<file path="src/rtl/template_capture_if.sv">
// Pixel-stream, capture-control and template-read signals of template_capture.
// Signal names are kept identical to the original flat port list.
interface template_capture_if;
  logic [12:0] iX;
  logic [12:0] iY;
  logic        iDVAL;
  logic [9:0]  iDATA;
  logic [9:0]  iTHRESH;
  logic        iSTART;
  logic        oBUSY;
  logic        oDONE;
  logic [7:0]  iRD_ADDR;
  logic [9:0]  oRD_DATA;

  // Pixel source / controller side
  modport master (
    output iX, iY, iDVAL, iDATA, iTHRESH, iSTART, iRD_ADDR,
    input  oBUSY, oDONE, oRD_DATA
  );

  // Template capture block side
  modport slave (
    input  iX, iY, iDVAL, iDATA, iTHRESH, iSTART, iRD_ADDR,
    output oBUSY, oDONE, oRD_DATA
  );
endinterface

</file>
<file path="src/rtl/template_capture.sv">
// Captures a 16x16 binary template from a raster pixel stream. Each cell is
// 2^HALVING pixels square; the cell average is thresholded against iTHRESH on
// the cell's last pixel and stored as one bit (white/black) in a 256-entry map.
module template_capture #(
  parameter int unsigned HALVING = 3
) (
  input  logic               iCLK,
  input  logic               iRST_N,
  template_capture_if.slave  bus
);

  typedef enum logic [1:0] {
    S_IDLE,
    S_ARMED,
    S_CAPTURE,
    S_DONE
  } state_e;

  localparam int unsigned CELL      = 1 << HALVING;
  localparam int unsigned AVG_SHIFT = 2 * HALVING;
  localparam logic [12:0] WIN_LIMIT = 13'(16 * CELL);
  localparam logic [12:0] LOW_MASK  = 13'(CELL - 1);

  state_e      state_q, state_d;
  logic [15:0] acc_q [16];
  logic [15:0] acc_d [16];
  logic [255:0] tmpl_q, tmpl_d;
  logic        rd_q, rd_d;
  logic        busy_q, busy_d;
  logic        done_q, done_d;

  logic        in_window;
  logic        at_origin;
  logic        cell_last;
  logic [3:0]  col;
  logic [3:0]  row;
  logic [7:0]  cell_addr;
  logic        accept;
  logic        restart;
  logic        wr_en;
  logic [15:0] sum;
  logic [15:0] avg;
  logic        white;

  // Pixel qualification, cell addressing and the threshold decision
  always_comb begin
    in_window = (bus.iX < WIN_LIMIT) && (bus.iY < WIN_LIMIT);
    at_origin = (bus.iX == '0) && (bus.iY == '0);
    cell_last = ((bus.iX & LOW_MASK) == LOW_MASK) && ((bus.iY & LOW_MASK) == LOW_MASK);
    col       = 4'(bus.iX >> HALVING);
    row       = 4'(bus.iY >> HALVING);
    cell_addr = {row, col};
    // The (0,0) pixel that arms the capture is accumulated exactly like a
    // restart pixel during CAPTURE, so both paths share 'restart'.
    accept    = bus.iDVAL && in_window &&
                ((state_q == S_CAPTURE) || ((state_q == S_ARMED) && at_origin));
    restart   = accept && at_origin;
    wr_en     = accept && cell_last;
    sum       = (restart ? 16'd0 : acc_q[col]) + {6'd0, bus.iDATA};
    avg       = sum >> AVG_SHIFT;
    white     = (avg >= {6'd0, bus.iTHRESH});
  end

  // Next-state, accumulator, template and output-register computation
  always_comb begin
    state_d = state_q;
    unique case (state_q)
      S_IDLE:    if (bus.iSTART) state_d = S_ARMED;
      S_ARMED:   if (restart) state_d = S_CAPTURE;
      S_CAPTURE: if (wr_en && (cell_addr == 8'hFF)) state_d = S_DONE;
      S_DONE:    state_d = S_IDLE;
      default:   state_d = S_IDLE;
    endcase

    for (int unsigned i = 0; i < 16; i++) begin
      acc_d[i] = restart ? 16'd0 : acc_q[i];
    end
    if (accept) begin
      acc_d[col] = cell_last ? 16'd0 : sum;
    end

    tmpl_d = tmpl_q;
    if (wr_en) begin
      tmpl_d[cell_addr] = white;
    end

    // Reads the pre-write contents, so a same-cycle write returns old data
    rd_d   = tmpl_q[bus.iRD_ADDR];
    busy_d = (state_d == S_ARMED) || (state_d == S_CAPTURE);
    done_d = (state_d == S_DONE);
  end

  // All state, with async active-low reset; template resets to all white
  always_ff @(posedge iCLK or negedge iRST_N) begin
    if (!iRST_N) begin
      state_q <= S_IDLE;
      for (int unsigned i = 0; i < 16; i++) begin
        acc_q[i] <= '0;
      end
      tmpl_q <= '1;
      rd_q   <= 1'b0;
      busy_q <= 1'b0;
      done_q <= 1'b0;
    end else begin
      state_q <= state_d;
      for (int unsigned i = 0; i < 16; i++) begin
        acc_q[i] <= acc_d[i];
      end
      tmpl_q <= tmpl_d;
      rd_q   <= rd_d;
      busy_q <= busy_d;
      done_q <= done_d;
    end
  end

  assign bus.oBUSY    = busy_q;
  assign bus.oDONE    = done_q;
  assign bus.oRD_DATA = rd_q ? 10'd255 : 10'd0;

endmodule

</file>
<file path="src/flat_wrapper.sv">
// flat-port wrapper written by rule: the top's interface ports become plain ports
module template_capture_flat 
#(
  parameter int unsigned HALVING = 3
)
  (iCLK, iRST_N, bus_iX, bus_iY, bus_iDVAL, bus_iDATA, bus_iTHRESH, bus_iSTART, bus_iRD_ADDR, bus_oBUSY, bus_oDONE, bus_oRD_DATA);
  template_capture_if bus_i ();
  input  logic iCLK;
  input  logic iRST_N;
  input wire logic [$bits(bus_i.iX)-1:0] bus_iX;
  input wire logic [$bits(bus_i.iY)-1:0] bus_iY;
  input wire logic [$bits(bus_i.iDVAL)-1:0] bus_iDVAL;
  input wire logic [$bits(bus_i.iDATA)-1:0] bus_iDATA;
  input wire logic [$bits(bus_i.iTHRESH)-1:0] bus_iTHRESH;
  input wire logic [$bits(bus_i.iSTART)-1:0] bus_iSTART;
  input wire logic [$bits(bus_i.iRD_ADDR)-1:0] bus_iRD_ADDR;
  output wire logic [$bits(bus_i.oBUSY)-1:0] bus_oBUSY;
  output wire logic [$bits(bus_i.oDONE)-1:0] bus_oDONE;
  output wire logic [$bits(bus_i.oRD_DATA)-1:0] bus_oRD_DATA;
  assign bus_i.iX = bus_iX;
  assign bus_i.iY = bus_iY;
  assign bus_i.iDVAL = bus_iDVAL;
  assign bus_i.iDATA = bus_iDATA;
  assign bus_i.iTHRESH = bus_iTHRESH;
  assign bus_i.iSTART = bus_iSTART;
  assign bus_i.iRD_ADDR = bus_iRD_ADDR;
  assign bus_oBUSY = bus_i.oBUSY;
  assign bus_oDONE = bus_i.oDONE;
  assign bus_oRD_DATA = bus_i.oRD_DATA;
  template_capture #(.HALVING(HALVING)) u_core (.iCLK(iCLK), .iRST_N(iRST_N), .bus(bus_i));
endmodule
</file>
<file path="config.mk">
export PLATFORM = sky130hd
export DESIGN_NAME = template_capture_flat
export DESIGN_NICKNAME = d
export VERILOG_FILES = /design/src/rtl/template_capture_if.sv /design/src/rtl/template_capture.sv /design/src/flat_wrapper.sv
export SDC_FILE = /design/constraint.sdc
export NUM_CORES = 1
export LEC_CHECK = 0
export ABC_CLOCK_PERIOD_IN_PS = 14990
export BUFFER_PORTS_ARGS = -buffer_cell sky130_fd_sc_hd__buf_2
export CORE_MARGIN = 2
export CORE_UTILIZATION = 68
export CTS_BUF_LIST = sky130_fd_sc_hd__clkbuf_16
export DETAILED_ROUTE_END_ITERATION = 12
export MAX_ROUTING_LAYER = met4
export PLACE_DENSITY = 0.9
export SETUP_SLACK_MARGIN = 0.5
export SLEW_MARGIN = 15
export SYNTH_ARGS = -nofsm -noshare
export SYNTH_HDL_FRONTEND = slang
export SYNTH_SLANG_ARGS = --single-unit
</file>
<file path="constraint.sdc">
create_clock -name iCLK -period 14.99 [get_ports iCLK]
set_clock_uncertainty 0.05 [all_clocks]
set_input_delay 2.2485 -clock iCLK [delete_from_list [all_inputs] [get_ports iCLK]]
set_output_delay 2.2485 -clock iCLK [all_outputs]
set_load 0.01 [all_outputs]
</file>
==> impl_metrics.yaml, run 1 <==
outcome:
  status: "complete, no violations"
sta:
  fmax_ghz: 0.0905
  setup_tns_ps: 0
  worst_pin_slew_ps: 1130
  holdWs_ps: 445
  setup_viol: 0
  period_needed_ps: 11050
  fin_crit_sh_pct: 73.7
  drv_slew: 0
  rsz0062_at_grt: "no"
  finalHoldViolCount: 0
  relSlewSlack_pct: 24.7
power_and_ir_drop:
  leakagePower_nw: 10.9
  power.density_nw_per_um2: 100
  worst_ir_drop_vdd_uv: 82.9
  power_w: 0.00274
final_layout:
  nets: 2261
  fin_area_sq_um: 27400
  final_util_pct: 73.0
  area_growth_pct: 6.35
  drive_above_1_share_pct: 25.4
synthesis:
  postSynth.topFlopCell: "dfrtp_1"
  synth_top_cell_area_share_pct: 26.1
  ys_warn_count: 0
  avgSynthCellArea_sq_um: 11.1
  async_reset_ff_share_pct: 100
  synth_edf_count: 0
  synth_top_cell_by_area: "dfstp_2"
  synth.most_common_cell: "o21ai_0"
  ys_ff_latch: 517
  synth_common_cells: "463 x o21ai_0, 289 x o31ai_1, 261 x dfrtp_1, 256 x dfstp_2, 249 x nand3_1"
  synthDistinctLibCells: 68
  synth_area_sq_um: 25700
  synth_area_leaders: "dfstp_2 26%, dfrtp_1 25%, mux4_2 9.1%, o21ai_0 9.0%, o31ai_1 8.4%"
  synth_cells: 2313
  yosysSeqAreaShare_pct: 51.5
critical_path:
  setup.worst_path.class: "input pin to flip-flop"
  worst_setup_path_start_kind: "input pin"
  worst-path-max-fanout: 199
  worstReg2RegStart: "u_core.state_q[1]$_DFF_PN0_"
  worstPathRequired_ps: 15400
  cp.arrival_ps: 11450
  rrSetupSlack_ps: 6510
  timing.rr.end: "u_core.tmpl_q[61]$_DFFE_PN1P_"
  reg2reg_depth: 20
  end_kind: "flip-flop"
placed_design:
  dpl_cell_area_sq_um: 25800
  gp_congestion: 0.880
  io_buffers: 67
  place_hpwl_um: 37600
grt:
  grt.busiest_layer: "met2"
  grt_pass1_vias: 20700
  use_met2_pct: 57.2
  antenna_found_initial: 1
  grt_first_pass_wirelength_um: 112000
  use_met3_pct: 8.36
  grt-ovfl-total: 0
  grt_max_degree: 200
  grtUsageMet1_pct: 48.4
  track_usage_pct: 38.1
routing:
  wl_per_cell_um: 26.2
  ant_nets: 0
  viasPerCell: 7.51
  drc: 0
  first_pass_iters: 6
  routed_wl_um: 71700
  drtIter0Drc: 3247
  via_count: 20500
clocking:
  cts_buffer_depth: 3
  cts_setup_buffers: 0
  numCtsBuffers: 50
  cts_htree_levels: 2
  path_clk_slew_ps: 60
  clock_latency_ps: 590
  cts_hold_buf: 0
  cts_root_buffer: "clkbuf_16"
  cts_sinks: 517
  tritoncts: "yes"
  post_cts_resized: 0
floorplan:
  io_pins: 70
  die_x_um: 199
  die_y_um: 199
  core_area_sq_um: 37500
  die_area_sq_um: 39400
  fp-row-count: 71
  start_util_pct: 68.6
hold_path:
  worstHoldStart: "u_core.tmpl_q[180]$_DFFE_PN1P_"
  whs_endpoint: "u_core.tmpl_q[180]$_DFFE_PN1P_"
  min_path_cells: 2
  hold_path_class: "flip-flop to flip-flop"
flow_run:
  drv_cap: 0
[stage by stage]
step | instances | worst slack [ps]
CTS | 2732 | 4600
global route | 2733 | 3910
detailed placement | 2640 | 4160
floorplan | 2314 | 6680
finish | 2733 | 3940
global placement | 2640 | 4410
[power breakdown]
| part | switching, W | internal, W | total [W] | leakage (nW) |
|---|---|---|---|---|
| Sequential | 0.000000632 | 0.00140 | 0.00140 | 6.28 |
| Combinational | 0.0000885 | 0.0000329 | 0.000121 | 3.81 |
| Clock | 0.000536 | 0.000684 | 0.00122 | 0.801 |
[layer usage]
| metal | wire, um | share of wire (%) |
|---|---|---|
| met3 | 8250 | 12 |
| met1 | 25600 | 36 |
| met5 | 0 | 0 |
| met4 | 3920 | 5.5 |
| met2 | 33800 | 47 |
[layout make-up]
type	count	area, sq um
Antenna cell	1	2.50
Inverter	18	67.6
Timing Repair Buffer	102	632
Tap cell	511	639
Multi-Input combinational cell	1492	11200
Clock buffer	53	1330
Sequential cell	517	13300
Clock inverter	39	234
Fill cell	2311	10100
[cells by family (layout without fill, tap and decap cells)]
group | Yosys count | in the layout | synth area share, %
buffers and inverters | 305 | 212 | 5.19
other | 1 | 3 | 0.0146
muxes | 180 | 180 | 12.6
xor gates and xnor gates | 12 | 12 | 0.408
DFF | 517 | 517 | 51.5
AOI/OAI and AO/OA | 860 | 860 | 20.8
adders and majority gates | 22 | 22 | 1.10
and+or+nand+nor | 416 | 416 | 8.30
[critical path: stages]
cell and delay [ps]:
buf_4 320, nor4_1 710, nand4_1 410, a2111o_2 590, buf_12 230, and2_1 380
ha_1 310, a211o_1 340, a2111oi_1 610, nor2_1 190, a211oi_1 780, nor4_1 210
xor2_1 900, inv_1 160, ha_1 370, nand2_1 110, a21oi_1 70, a221oi_4 260
buf_4 670, buf_4 940, o31ai_1 210
[flip-flops by register name (all words and copies together), names as in the netlist]
name and cells:
u_core.bus.oDONE 1, u_core.acc_q 256, u_core.bus.oBUSY 1, u_core.rd_q 1, u_core.tmpl_q 256, u_core.state_q 2
[worst max path at each step]
stage | start | endpoint | cells after the start | slack, ps
global placement | bus_iX[3] | u_core.tmpl_q[33]$_DFFE_PN1P_ | 21 | 4410
global route | bus_iX[3] | u_core.tmpl_q[49]$_DFFE_PN1P_ | 21 | 3910
floorplan | bus_iX[3] | u_core.tmpl_q[217]$_DFFE_PN1P_ | 23 | 6680
detailed placement | bus_iX[3] | u_core.tmpl_q[159]$_DFFE_PN1P_ | 21 | 4160
finish | bus_iX[3] | u_core.tmpl_q[61]$_DFFE_PN1P_ | 21 | 3940
CTS | bus_iX[3] | u_core.tmpl_q[61]$_DFFE_PN1P_ | 21 | 4600
[placed cells by master (no fill, tap or decap), types with 10 or more instances in the layout]
cell         n
o31ai_1    289
nor4_1      14
dfstp_2    256
nor2_1      15
and3_1      17
and2_1      13
nand2_2     16
mux4_2     104
o22ai_1     22
a22oi_1     10
dfrtp_1    261
o21ai_2     10
o21ai_0    463
a41o_1      17
mux2i_1     66
inv_1       29
clkbuf_16   53
buf_2       63
clkinv_1    20
nand2_1     47
buf_4       36
ha_1        21
nand3_1    249
Note: power is estimated with default switching activity, not from simulation.
==> run 2, diff against run 1 <==
--- a/config.mk
+++ b/config.mk
@@ -5,14 +5,14 @@
 export SDC_FILE = /design/constraint.sdc
 export NUM_CORES = 1
 export LEC_CHECK = 0
-export ABC_CLOCK_PERIOD_IN_PS = 14990
+export ABC_CLOCK_PERIOD_IN_PS = 11050
 export BUFFER_PORTS_ARGS = -buffer_cell sky130_fd_sc_hd__buf_2
 export CORE_MARGIN = 2
-export CORE_UTILIZATION = 68
+export CORE_UTILIZATION = 63
 export CTS_BUF_LIST = sky130_fd_sc_hd__clkbuf_16
 export DETAILED_ROUTE_END_ITERATION = 12
 export MAX_ROUTING_LAYER = met4
-export PLACE_DENSITY = 0.9
+export PLACE_DENSITY = 0.84
 export SETUP_SLACK_MARGIN = 0.5
 export SLEW_MARGIN = 15
 export SYNTH_ARGS = -nofsm -noshare
==> constraint.sdc (replaced) <==
create_clock -name iCLK -period 11.05 [get_ports iCLK]
set_clock_uncertainty 0.05 [all_clocks]
set_input_delay 1.6575 -clock iCLK [delete_from_list [all_inputs] [get_ports iCLK]]
set_output_delay 1.6575 -clock iCLK [all_outputs]
set_load 0.01 [all_outputs]
==> run 2 against run 1 <==
Worst hold slack got worse by 1.4 ps. Utilization shrank 4.9 points. Sequential power is 36% higher. Combinational power increased by 36%. Flip-flop and latch count stayed put. Critical endpoint is now u_core.tmpl_q[153]$_DFFE_PN1P_. Die area increased by 7.8%. Clock power rose by 48%. Wire length down 4.0%. Largest cell class unchanged. Via count shrank 2.8%. Critical path type unchanged. Largest power group unchanged. Design area increased by 0.99%. First-iteration DRC count fell by 24%. Non-clock buffer count grew 5.
==> impl_metrics.yaml, run 2 (same netlist as run 1, synthesis figures left out) <==
critical_path:
  end_kind: "flip-flop"
  worstPathRequired_ps: 11450
  cp_cell_sequence: "buf_2 > nor4_1 > nand4_1 > a2111o_2 > buf_4 > and2_1 > ha_1 > a21o_1 > a2111oi_1 > nor2_1 > a211oi_1 > nor4_1 > xor2_1 > inv_1 > ha_1 > nand2_1 > a21oi_1 > a221oi_4 > buf_12 > o31ai_1"
  worst_setup_path_start_kind: "input pin"
  crit_slowest_cell: "xor2_1"
  cp.arrival_ps: 9750
  worst-path-max-fanout: 256
  slowest_delay_ps: 870
  setup.worst_path.class: "input pin to flip-flop"
  rrSetupSlack_ps: 3750
floorplan:
  die_x_um: 206
  core_area_sq_um: 40600
  die_y_um: 206
  start_util_pct: 63.4
  io_pins: 70
  fp-row-count: 74
  die_area_sq_um: 42500
clocking:
  post_cts_resized: 0
  tritoncts: "yes"
  cts_sinks: 517
  clock_latency_ps: 590
  cts_hold_buf: 0
  numCtsBuffers: 52
  cts_root_buffer: "clkbuf_16"
  path_clk_slew_ps: 60
  cts_setup_buffers: 0
  cts_htree_levels: 2
  cts_buffer_depth: 3
power_and_ir_drop:
  power.density_nw_per_um2: 140
  power_w: 0.00387
  worst_ir_drop_vdd_uv: 111
  leakagePower_nw: 11.0
routing:
  drtIter0Drc: 2481
  via_count: 20000
  drc: 0
  routed_wl_um: 68800
  ant_nets: 0
  viasPerCell: 7.21
  first_pass_iters: 6
  wl_per_cell_um: 24.9
sta:
  fmax_ghz: 0.107
  rsz0062_at_grt: "no"
  worst_pin_slew_ps: 1360
  drv_slew: 0
  finalHoldViolCount: 0
  fin_crit_sh_pct: 84.6
  period_needed_ps: 9350
  setup_viol: 0
  relSlewSlack_pct: 9.51
  setup_tns_ps: 0
  fin_ws_ps: 1700
final_layout:
  area_growth_pct: 7.40
  stdcell_count: 2767
  fillers: 2796
  nets: 2268
  multiInputGateArea_sq_um: 11200
  reg_top3: "u_core.acc_q (256), u_core.tmpl_q (256), u_core.state_q (2)"
  drive_above_1_share_pct: 26.1
  layout_common_cells: "463 x o21ai_0, 289 x o31ai_1, 261 x dfrtp_1, 256 x dfstp_2, 249 x nand3_1"
  seqCellArea_sq_um: 13300
  final_common_cell: "o21ai_0"
placed_design:
  preCtsSetupSlack_ps: 1870
  place_hpwl_um: 36700
  dpl.cell_count: 2663
  io_buffers: 67
  gp_congestion: 0.898
grt:
  grt-ovfl-total: 0
  track_usage_pct: 34.0
  grt.busiest_layer: "met2"
  grtUsageMet1_pct: 45.7
  use_met2_pct: 51.2
  grt_pass1_vias: 19700
  grt_first_pass_wirelength_um: 109000
  use_met3_pct: 5.98
  antenna_found_initial: 1
  grt_max_degree: 257
flow_run:
  drv_cap: 0
hold_path:
  hold_path_class: "flip-flop to flip-flop"
outcome:
  status: "complete, no violations"
-- run 2: cell count changes in the layout (fill, tap and decap cells not counted) --
cell,change
bufinv_16,+5
inv_6,+3
clkinv_2,+6
clkinv_1,-7
buf_4,+2
clkinvlp_4,-1
buf_16,+1
nor2_2,-1
diode_2,+3
inv_1,-2
nor2_1,+1
clkinv_4,+1
buf_6,+2
-- run 2: stage by stage --
| stage | util, % | hold WS, ps | instance area [sq um] |
|---|---|---|---|
| floorplan | - | 410 | 25700 |
| CTS | 68.0 | 445 | 27600 |
| global placement | 63.7 | 423 | 25800 |
| global route | 68.1 | 454 | 27600 |
| finish | 68.1 | 444 | 27600 |
| detailed placement | 63.7 | 434 | 25800 |
-- run 2: final cells by class --
cell class	instances	share of cell area, %
timing repair buffer	107	2.52
inverter	18	0.245
sequential	517	48.0
antenna	4	0.0362
multi-input combinational	1492	40.5
tap	532	2.41
clock inverter	44	1.48
clock buffer	53	4.80
-- run 2: power by group --
part	leakage (nW)	switching (W)	internal (W)
clock network	0.891	0.000754	0.00106
logic	3.85	0.000118	0.0000459
registers	6.28	0.000000837	0.00190
total	11.0	0.000872	0.00300
-- run 2: layer usage --
| layer | vias to the layer above | part of all wire, % |
|---|---|---|
| met5 | - | 0 |
| met4 | 0 | 4.0 |
| met3 | 240 | 10 |
| met2 | 1124 | 47 |
| met1 | 10000 | 39 |
| li1 | 8566 | - |
-- run 2: worst max-delay path: cells and delay by family --
kind	cells	cell delay (ps)
xor gates and xnor gates	1	870
and+or+nand+nor	6	1920
adders and majority gates	2	720
buffers and inverters	4	1440
AOI/OAI and AO/OA	7	2750
-- run 2: final timing paths --
path / start / depth (start not counted) / endpoint
min in group asynchronous: iRST_N / 1 / u_core.bus.oDONE$_DFF_PN0_
worst max register to register: u_core.state_q[1]$_DFF_PN0_ / 19 / u_core.tmpl_q[153]$_DFFE_PN1P_
worst min-delay path: u_core.tmpl_q[222]$_DFFE_PN1P_ / 2 / u_core.tmpl_q[222]$_DFFE_PN1P_
worst max-delay path: bus_iX[5] / 20 / u_core.tmpl_q[153]$_DFFE_PN1P_
max in group asynchronous: iRST_N / 3 / u_core.tmpl_q[130]$_DFFE_PN1P_
worst min register to register: u_core.tmpl_q[222]$_DFFE_PN1P_ / 2 / u_core.tmpl_q[222]$_DFFE_PN1P_
